`config.mk`:
```
export PLATFORM = sky130hd
export DESIGN_NAME = pipelined_adder
export DESIGN_NICKNAME = d
export VERILOG_FILES = /design/src/rtl/adder_pkg.sv /design/src/rtl/adder_stage.sv /design/src/rtl/pipelined_adder.sv
export SDC_FILE = /design/constraint.sdc
export NUM_CORES = 1
export LEC_CHECK = 0
export CAP_MARGIN = 30
export CORE_ASPECT_RATIO = 0.8
export CORE_MARGIN = 3
export CORE_UTILIZATION = 50
export CTS_CLUSTER_SIZE = 20
export DETAILED_ROUTE_END_ITERATION = 8
export GPL_TIMING_DRIVEN = 0
export PLACE_DENSITY = 0.76
export SETUP_SLACK_MARGIN = 0.4
export SYNTH_ARGS = -nofsm -noshare
export SYNTH_HDL_FRONTEND = slang
export SYNTH_SLANG_ARGS = --single-unit
```
`constraint.sdc`:
```
create_clock -name clk -period 5.2 [get_ports clk]
set_input_delay 0.52 -clock clk [delete_from_list [all_inputs] [get_ports clk]]
set_output_delay 0.52 -clock clk [all_outputs]
set_load 0.02 [all_outputs]
```
`src/rtl/adder_pkg.sv`:
```
// Shared types and configuration helpers for the pipelined adder.
package adder_pkg;

    typedef enum logic {
        OP_ADD = 1'b0,
        OP_SUB = 1'b1
    } op_e;

    localparam int unsigned DEFAULT_WIDTH  = 32;
    localparam int unsigned DEFAULT_STAGES = 4;
    localparam int unsigned MIN_STAGES     = 1;

    function automatic bit cfg_legal(int unsigned width, int unsigned stages);
        return (stages >= MIN_STAGES) && (width >= stages) && ((width % stages) == 0);
    endfunction

    // Guarded so an illegal STAGES=0 reaches the fatal check instead of dividing by zero.
    function automatic int unsigned chunk_width(int unsigned width, int unsigned stages);
        return (stages == 0) ? width : width / stages;
    endfunction

endpackage

```
`src/rtl/adder_stage.sv`:
```
// One pipeline slice: CHUNK-bit combinational add with carry in and carry out.
module adder_stage #(
    parameter int unsigned CHUNK = 8
) (
    input  logic [CHUNK-1:0] a,
    input  logic [CHUNK-1:0] b,
    input  logic             c_in,
    output logic [CHUNK-1:0] sum,
    output logic             c_out
);

    logic [CHUNK:0] total;

    always_comb begin
        total = {1'b0, a} + {1'b0, b} + {{CHUNK{1'b0}}, c_in};
    end

    assign sum   = total[CHUNK-1:0];
    assign c_out = total[CHUNK];

endmodule

```
`src/rtl/pipelined_adder.sv`:
```
// Carry-skewed pipelined adder/subtractor with valid/ready handshake on both sides.
module pipelined_adder
    import adder_pkg::*;
#(
    parameter int unsigned WIDTH  = DEFAULT_WIDTH,
    parameter int unsigned STAGES = DEFAULT_STAGES
) (
    input  logic             clk,
    input  logic             rst,
    input  logic             in_valid,
    output logic             in_ready,
    input  logic [WIDTH-1:0] a,
    input  logic [WIDTH-1:0] b,
    input  logic             c_in,
    input  op_e              op,
    output logic             out_valid,
    input  logic             out_ready,
    output logic [WIDTH-1:0] sum,
    output logic             c_out,
    output logic             overflow
);

    localparam int unsigned CHUNK = chunk_width(WIDTH, STAGES);

    if (!cfg_legal(WIDTH, STAGES)) begin : g_cfg_check
        $fatal(1, "pipelined_adder: illegal WIDTH=%0d STAGES=%0d", WIDTH, STAGES);
    end

    logic [STAGES-1:0] valid_q;
    logic [STAGES-1:0] carry_q;
    logic [WIDTH-1:0]  a_q   [STAGES];
    logic [WIDTH-1:0]  b_q   [STAGES];
    logic [WIDTH-1:0]  sum_q [STAGES];

    logic [STAGES-1:0] load;
    logic [STAGES-1:0] src_valid;
    logic [STAGES-1:0] src_carry;
    logic [STAGES-1:0] chunk_carry;
    logic [WIDTH-1:0]  src_a   [STAGES];
    logic [WIDTH-1:0]  src_b   [STAGES];
    logic [WIDTH-1:0]  src_sum [STAGES];
    logic [WIDTH-1:0]  sum_d   [STAGES];
    logic [CHUNK-1:0]  chunk_sum [STAGES];

    logic [WIDTH-1:0]  b_eff;
    logic              carry_eff;

    // Subtraction folds into addition: a + ~b + !borrow_in.
    assign b_eff     = (op == OP_SUB) ? ~b : b;
    assign carry_eff = (op == OP_SUB) ? ~c_in : c_in;

    // Stage k is fed by stage k-1; stage 0 by the input port.
    always_comb begin
        src_valid[0] = in_valid;
        src_a[0]     = a;
        src_b[0]     = b_eff;
        src_sum[0]   = '0;
        src_carry[0] = carry_eff;
        for (int k = 1; k < int'(STAGES); k++) begin
            src_valid[k] = valid_q[k-1];
            src_a[k]     = a_q[k-1];
            src_b[k]     = b_q[k-1];
            src_sum[k]   = sum_q[k-1];
            src_carry[k] = carry_q[k-1];
        end
    end

    for (genvar k = 0; k < STAGES; k++) begin : g_stage
        adder_stage #(
            .CHUNK (CHUNK)
        ) u_adder_stage (
            .a     (src_a[k][k*CHUNK +: CHUNK]),
            .b     (src_b[k][k*CHUNK +: CHUNK]),
            .c_in  (src_carry[k]),
            .sum   (chunk_sum[k]),
            .c_out (chunk_carry[k])
        );
    end

    // Finished chunks below k pass through; chunk k is filled in by this stage.
    always_comb begin
        for (int k = 0; k < int'(STAGES); k++) begin
            sum_d[k] = src_sum[k];
            sum_d[k][k*CHUNK +: CHUNK] = chunk_sum[k];
        end
    end

    // A stage loads when empty or when everything downstream of it moves (bubble collapse).
    always_comb begin
        logic downstream_ready;
        downstream_ready = out_ready;
        load = '0;
        for (int k = int'(STAGES) - 1; k >= 0; k--) begin
            load[k]          = !valid_q[k] || downstream_ready;
            downstream_ready = load[k];
        end
    end

    always_ff @(posedge clk or posedge rst) begin
        if (rst) begin
            valid_q <= '0;
            carry_q <= '0;
            for (int k = 0; k < int'(STAGES); k++) begin
                a_q[k]   <= '0;
                b_q[k]   <= '0;
                sum_q[k] <= '0;
            end
        end else begin
            for (int k = 0; k < int'(STAGES); k++) begin
                if (load[k]) begin
                    valid_q[k] <= src_valid[k];
                    if (src_valid[k]) begin
                        a_q[k]     <= src_a[k];
                        b_q[k]     <= src_b[k];
                        sum_q[k]   <= sum_d[k];
                        carry_q[k] <= chunk_carry[k];
                    end
                end
            end
        end
    end

    assign in_ready  = load[0];
    assign out_valid = valid_q[STAGES-1];
    assign sum       = sum_q[STAGES-1];
    assign c_out     = carry_q[STAGES-1];
    assign overflow  = (a_q[STAGES-1][WIDTH-1] == b_q[STAGES-1][WIDTH-1]) &&
                       (sum_q[STAGES-1][WIDTH-1] != a_q[STAGES-1][WIDTH-1]);

endmodule

```
== Word-level counts from Yosys, hierarchy flattened ==
Cells that the tools add are included.

* Bitwise logic cells: 2
* Multiplexer cells: 2
* Add/subtract/negate cells: 8
* Reductions and logical operators: 13
* Equal/unequal tests: 2

{| class="wikitable"
|+ Operator list
! kind !! number
|-
| $add 8x8->9 || 4
|-
| $add 9x1->9 || 4
|-
| $mux 32 || 1
|-
| $not 32->32 || 1
|-
| $reduce_and 2->1 || 4
|-
| $logic_not 1->1 || 4
|-
| $logic_or 1x1->1 || 4
|-
| $eq 1x1->1 || 1
|-
| $logic_and 1x1->1 || 1
|-
| $mux 1 || 1
|-
| $ne 1x1->1 || 1
|-
| $not 1->1 || 1
|}

* Output and inout port bits: 36
* Bits in registers: 344

== Depth between registers and ports, before layout ==
* Depth in word-level cells: 6
* Gate-level depth with buffers: 11
* Gate-level depth less buffers: 9

== By module ==
A second synthesis with hierarchy kept.

* Cells, all modules: 605
* Area, all modules: 8674.6 um^2

{| class="wikitable"
|+ By module, submodules not included
! module !! area each (um^2) !! cells an instance !! seq. area each (um^2) !! times used
|-
| pipelined_adder || 7348.3 || 441 || 4654.5 || 1
|-
| adder_stage at g_stage[0].u_adder_stage ... || 331.6 || 40 || 0.0 || 2
|-
| adder_stage at g_stage[2].u_adder_stage ... || 331.6 || 42 || 0.0 || 2
|}

== Worst setup path after synthesis ==
Ideal clock, no wire load.

* Path kind: input-to-reg
* Start: input op
* End: register carry_q[0]
* Path buffers: 2
* Library setup time: 87 ps
* Slack: 2640 ps
* Stages: 11
* Arrival: 2474 ps
* Cell sequence: buf_2 buf_2 xor2_1 fa_1 inv_1 fa_1 nor2b_1 o31a_1 o22ai_1 nand2b_1 a211oi_2

* Cells in the longest elaborated chain, start to end: 3
* Elaborated cells between the ends (all ways): 4
* Classes of those cells: add/sub: 2; mux: 2

{| class="wikitable"
|+ RTL lines
! element !! RTL line !! text
|-
| start, declared || pipelined_adder.sv:15 || <nowiki>input op_e op,</nowiki>
|-
| $mux 32 || pipelined_adder.sv:49 || <nowiki>assign b_eff = (op == OP_SUB) ? ~b : b;</nowiki>
|-
| $add 8x8->9 || adder_stage.sv:15 || <nowiki>total = {1'b0, a} + {1'b0, b} + {{CHUNK{1'b0}}, c_in};</nowiki>
|-
| $add 9x1->9 (*) || adder_stage.sv:15 ||
|-
| end signal, assigned by index || pipelined_adder.sv:116 || <nowiki>carry_q[k] <= chunk_carry[k];</nowiki>
|-
| end, declared || pipelined_adder.sv:30 || <nowiki>logic [STAGES-1:0] carry_q;</nowiki>
|}

Mark *: on every way between the ends. The rest lies on a longest branch, timed or not.
A chain may end at the register's enable or synchronous reset.

== Worst setup path in the final report ==
* Start: input out_ready
* End: output in_ready

* Cells in the longest elaborated chain, start to end: 4

{| class="wikitable"
|+ RTL lines
! element !! RTL line !! text
|-
| start, declared || pipelined_adder.sv:17 || <nowiki>input logic out_ready,</nowiki>
|-
| $logic_or 1x1->1 (4 in series) || pipelined_adder.sv:94 || <nowiki>load[k] = !valid_q[k] || downstream_ready;</nowiki>
|-
| end, declared || pipelined_adder.sv:11 || <nowiki>output logic in_ready,</nowiki>
|}

No other way between the ends.

==> run metrics <==
status completed; syn_nets 759; setup violators final 0; sinks on the clock net 186; post-route cell area 10400 um2; compound-gate portion of the synthesized area 0.0830; Final Non-Filler Cells 1007; Post-Syn Instances 653; CTS resizes 0; Min Hold Slack 0.476 ns; Post-Synth XOR/XNOR Area 0.0510; Tcrit/Tclk final 0.484; H-Tree Depth 4; max cap viols 0; Synth Area in Simple Gates 0.0538; Main synth FF type dfrtp_1; Slew Limit Fails 0; adder-cell share of the synthesized area 0.0606; grt ovf 0; Yosys top cell area share 0.553; CTS Hold Buffers Added 0; Cell Area, Placed 9820 um2; r2r setup slk 2.70 ns; Slew @ Worst Pin 0.783 ns; leakage power 4.52 nW; fill cell count 1230; main combinational cell family by area after synthesis multiplexers; vias in the first global route 5573; Yosys warnings 0; crit path DAT 2.00 ns; I/O Pins 106; synthesis-stage register bit count 186; met2 WL 7.86 mm; post-synthesis mux area share 0.171; peak supply drop 0.000251 V; crit-path most repeated cell clkdlybuf4s50_1; root buffer cell clkbuf_16; CTS tree done; via/cell ratio 5.23; worst hold stages 2; Synth cell types 40; Multi-input gate area 3530 um2; CP peak stage delay 0.60 ns; RSZ-0062 raised after global routing false; Worst-Skew Late Latency 0.42 ns; GP Congestion 0.871; crit path cell chain clkdlybuf4s50_1 -> nor2b_4 -> nand4_4 -> clkdlybuf4s50_1; CTS max path bufs 2; Yosys top cell by area dfrtp_1; Post-synth EDFFs 0; Worst setup SP type input pin; met1 WL 8.03 mm; worst-path maximum fanout 4; via count 5264; clk slew on worst S/H paths 0.06 ns; die width 151 um; HP Start b_q[122]; CP max-delay cell clkdlybuf4s50_1; largest net degree at the start of global routing 44; die area 18400 um2; end of the worst hold path b_q[122]; CP required 4.68 ns; drt drc 0; final setup skew 0.00780 ns; Starting DRT DRC Count 246; ys async rst share 1.00; Max Freq 397 MHz; post-route ant nets 0; Post-CTS Setup Bufs 0; post-route setup TNS 0 ns; Area growth syn-to-layout 23.2%; syn_area_per_cell 12.9 um2; CTS Buf Count 17; Post-Place Cells 976; initial antenna violation count 0; hold crit path type flop to flop; HPWL after DPL 12.6 mm; Site Rows 41; worst rel slew slack 0.477; Worst setup EP type output pin; first-pass GRT wire length 27.9 mm; Final min period 2.52 ns; top cells by area, synth dfrtp_1, mux2_2, ha_1; power per standard cell area 517 nW/um2; starting density of the core 0.523; core region area 16100 um2; top sig layer met4; sequential fraction of the synthesis area 0.553; Avg WL per Cell 16.8 um; layout cells sized above 1 0.247; Pre-Repair DR Iteration Count 4; Final Util 0.644; met3 WL post-DR 830 um; reg2reg start a_q[80]; total wire length 16.9 mm; Antenna Cells 0; Sequential Area 4650 um2; CP Class input pin to output pin; worst-case reg-to-reg path depth 7; Hold Fails Final Rpt 0; Global Route Usage Sum 0.195; IO Port Bufs 104; # nets final 886; R2R Path End carry_q[2]; Die Y 122 um; cell area after synthesis 8420 um2
-- cell usage after synthesis, drive strengths merged, types with 3 or more instances --
library cell  count
nor2b             3
buf              25
o21ai            62
mux2            128
nand2b           10
xor2             24
a21oi            21
xnor2            25
inv              13
a211oi            9
fa                8
ha               28
nor3              4
nor2             14
a21o              7
nand2            56
o21a              3
o211ai            3
dfrtp           186
o31ai             6
-- stage by stage --
step | power (mW) | setup slack [ns]
global placement | 4.05 | 1.01
finish | 5.36 | 2.68
CTS | 5.40 | 2.68
detailed placement | 4.16 | 2.31
floorplan | 3.47 | 2.29
global route | 5.71 | 2.57
-- sequential cells by signal, indices dropped and copies added, names as in the netlist --
register  count
b_q          49
carry_q       4
a_q          49
src_sum      48
valid_q       4
sum          32
-- cell type report --
cell class / instances / area share
Tap cell: 215 / 0.0259
Clock inverter: 10 / 0.00929
Inverter: 13 / 0.00507
Sequential cell: 186 / 0.449
Multi-Input combinational cell: 427 / 0.341
Clock buffer: 21 / 0.0444
Timing Repair Buffer: 108 / 0.108
Buffer: 27 / 0.0180
-- power breakdown --
part           total (mW)  leakage [nW]  internal (mW)  switching [mW]
combinational        1.89          2.04          0.987           0.904
sequential           2.25          2.22           1.95           0.300
clock                1.22         0.261          0.683           0.536
-- layer usage --
layer  vias to the layer above  GRT usage
met1                      2601      0.273
met5                         -          0
met4                         0     0.0419
li1                       2532          -
met3                        12     0.0517
met2                       119      0.309
-- worst max path at each step --
stage / from / end / slack [ns]
floorplan: rst / a_q[104] / 2.29
global placement: rst / a_q[109] / 1.01
detailed placement: op / carry_q[0] / 2.31
CTS: out_ready / in_ready / 2.68
global route: a_q[80] / carry_q[2] / 2.57
finish: out_ready / in_ready / 2.68
-- cell usage in the layout, fill, tap and decap left out, types with 2 or more instances in the layout --
cell               n
a31oi_1            2
o21a_1             3
a21oi_1           21
and2_1             2
xor2_1            24
nand2_4            2
o21ai_0           61
nor2_1            14
o31ai_1            5
clkbuf_16         17
buf_6              7
inv_1             12
buf_2             14
a41o_1             2
dfrtp_1          186
buf_12             4
clkinv_4           3
buf_4              4
clkinvlp_4         5
a21o_1             7
a211oi_1           8
nand2_1           54
xnor2_1           25
ha_1              28
clkbuf_8           2
clkinv_2           2
clkbuf_1           4
clkdlybuf4s50_1  104
nor3_1             4
nor2b_1            2
o211ai_1           3
nand2b_1          10
fa_1               8
mux2_2           128
or2_2              2
-- worst max-delay path: cells and delay by family --
| kind | cells | cell delay [ns] |
|---|---|---|
| buffers and inverters | 2 | 1.07 |
| and+or+nand+nor | 2 | 0.40 |
-- logic make-up (layout without fill, tap and decap cells) --
group	Yosys count	count (layout)
simple gates	95	95
compound gates	119	119
xor+xnor	49	49
flops	186	186
mux	128	128
buf+inv	40	179
fa+ha+maj	36	36
Power figures use the tool's default switching activity.
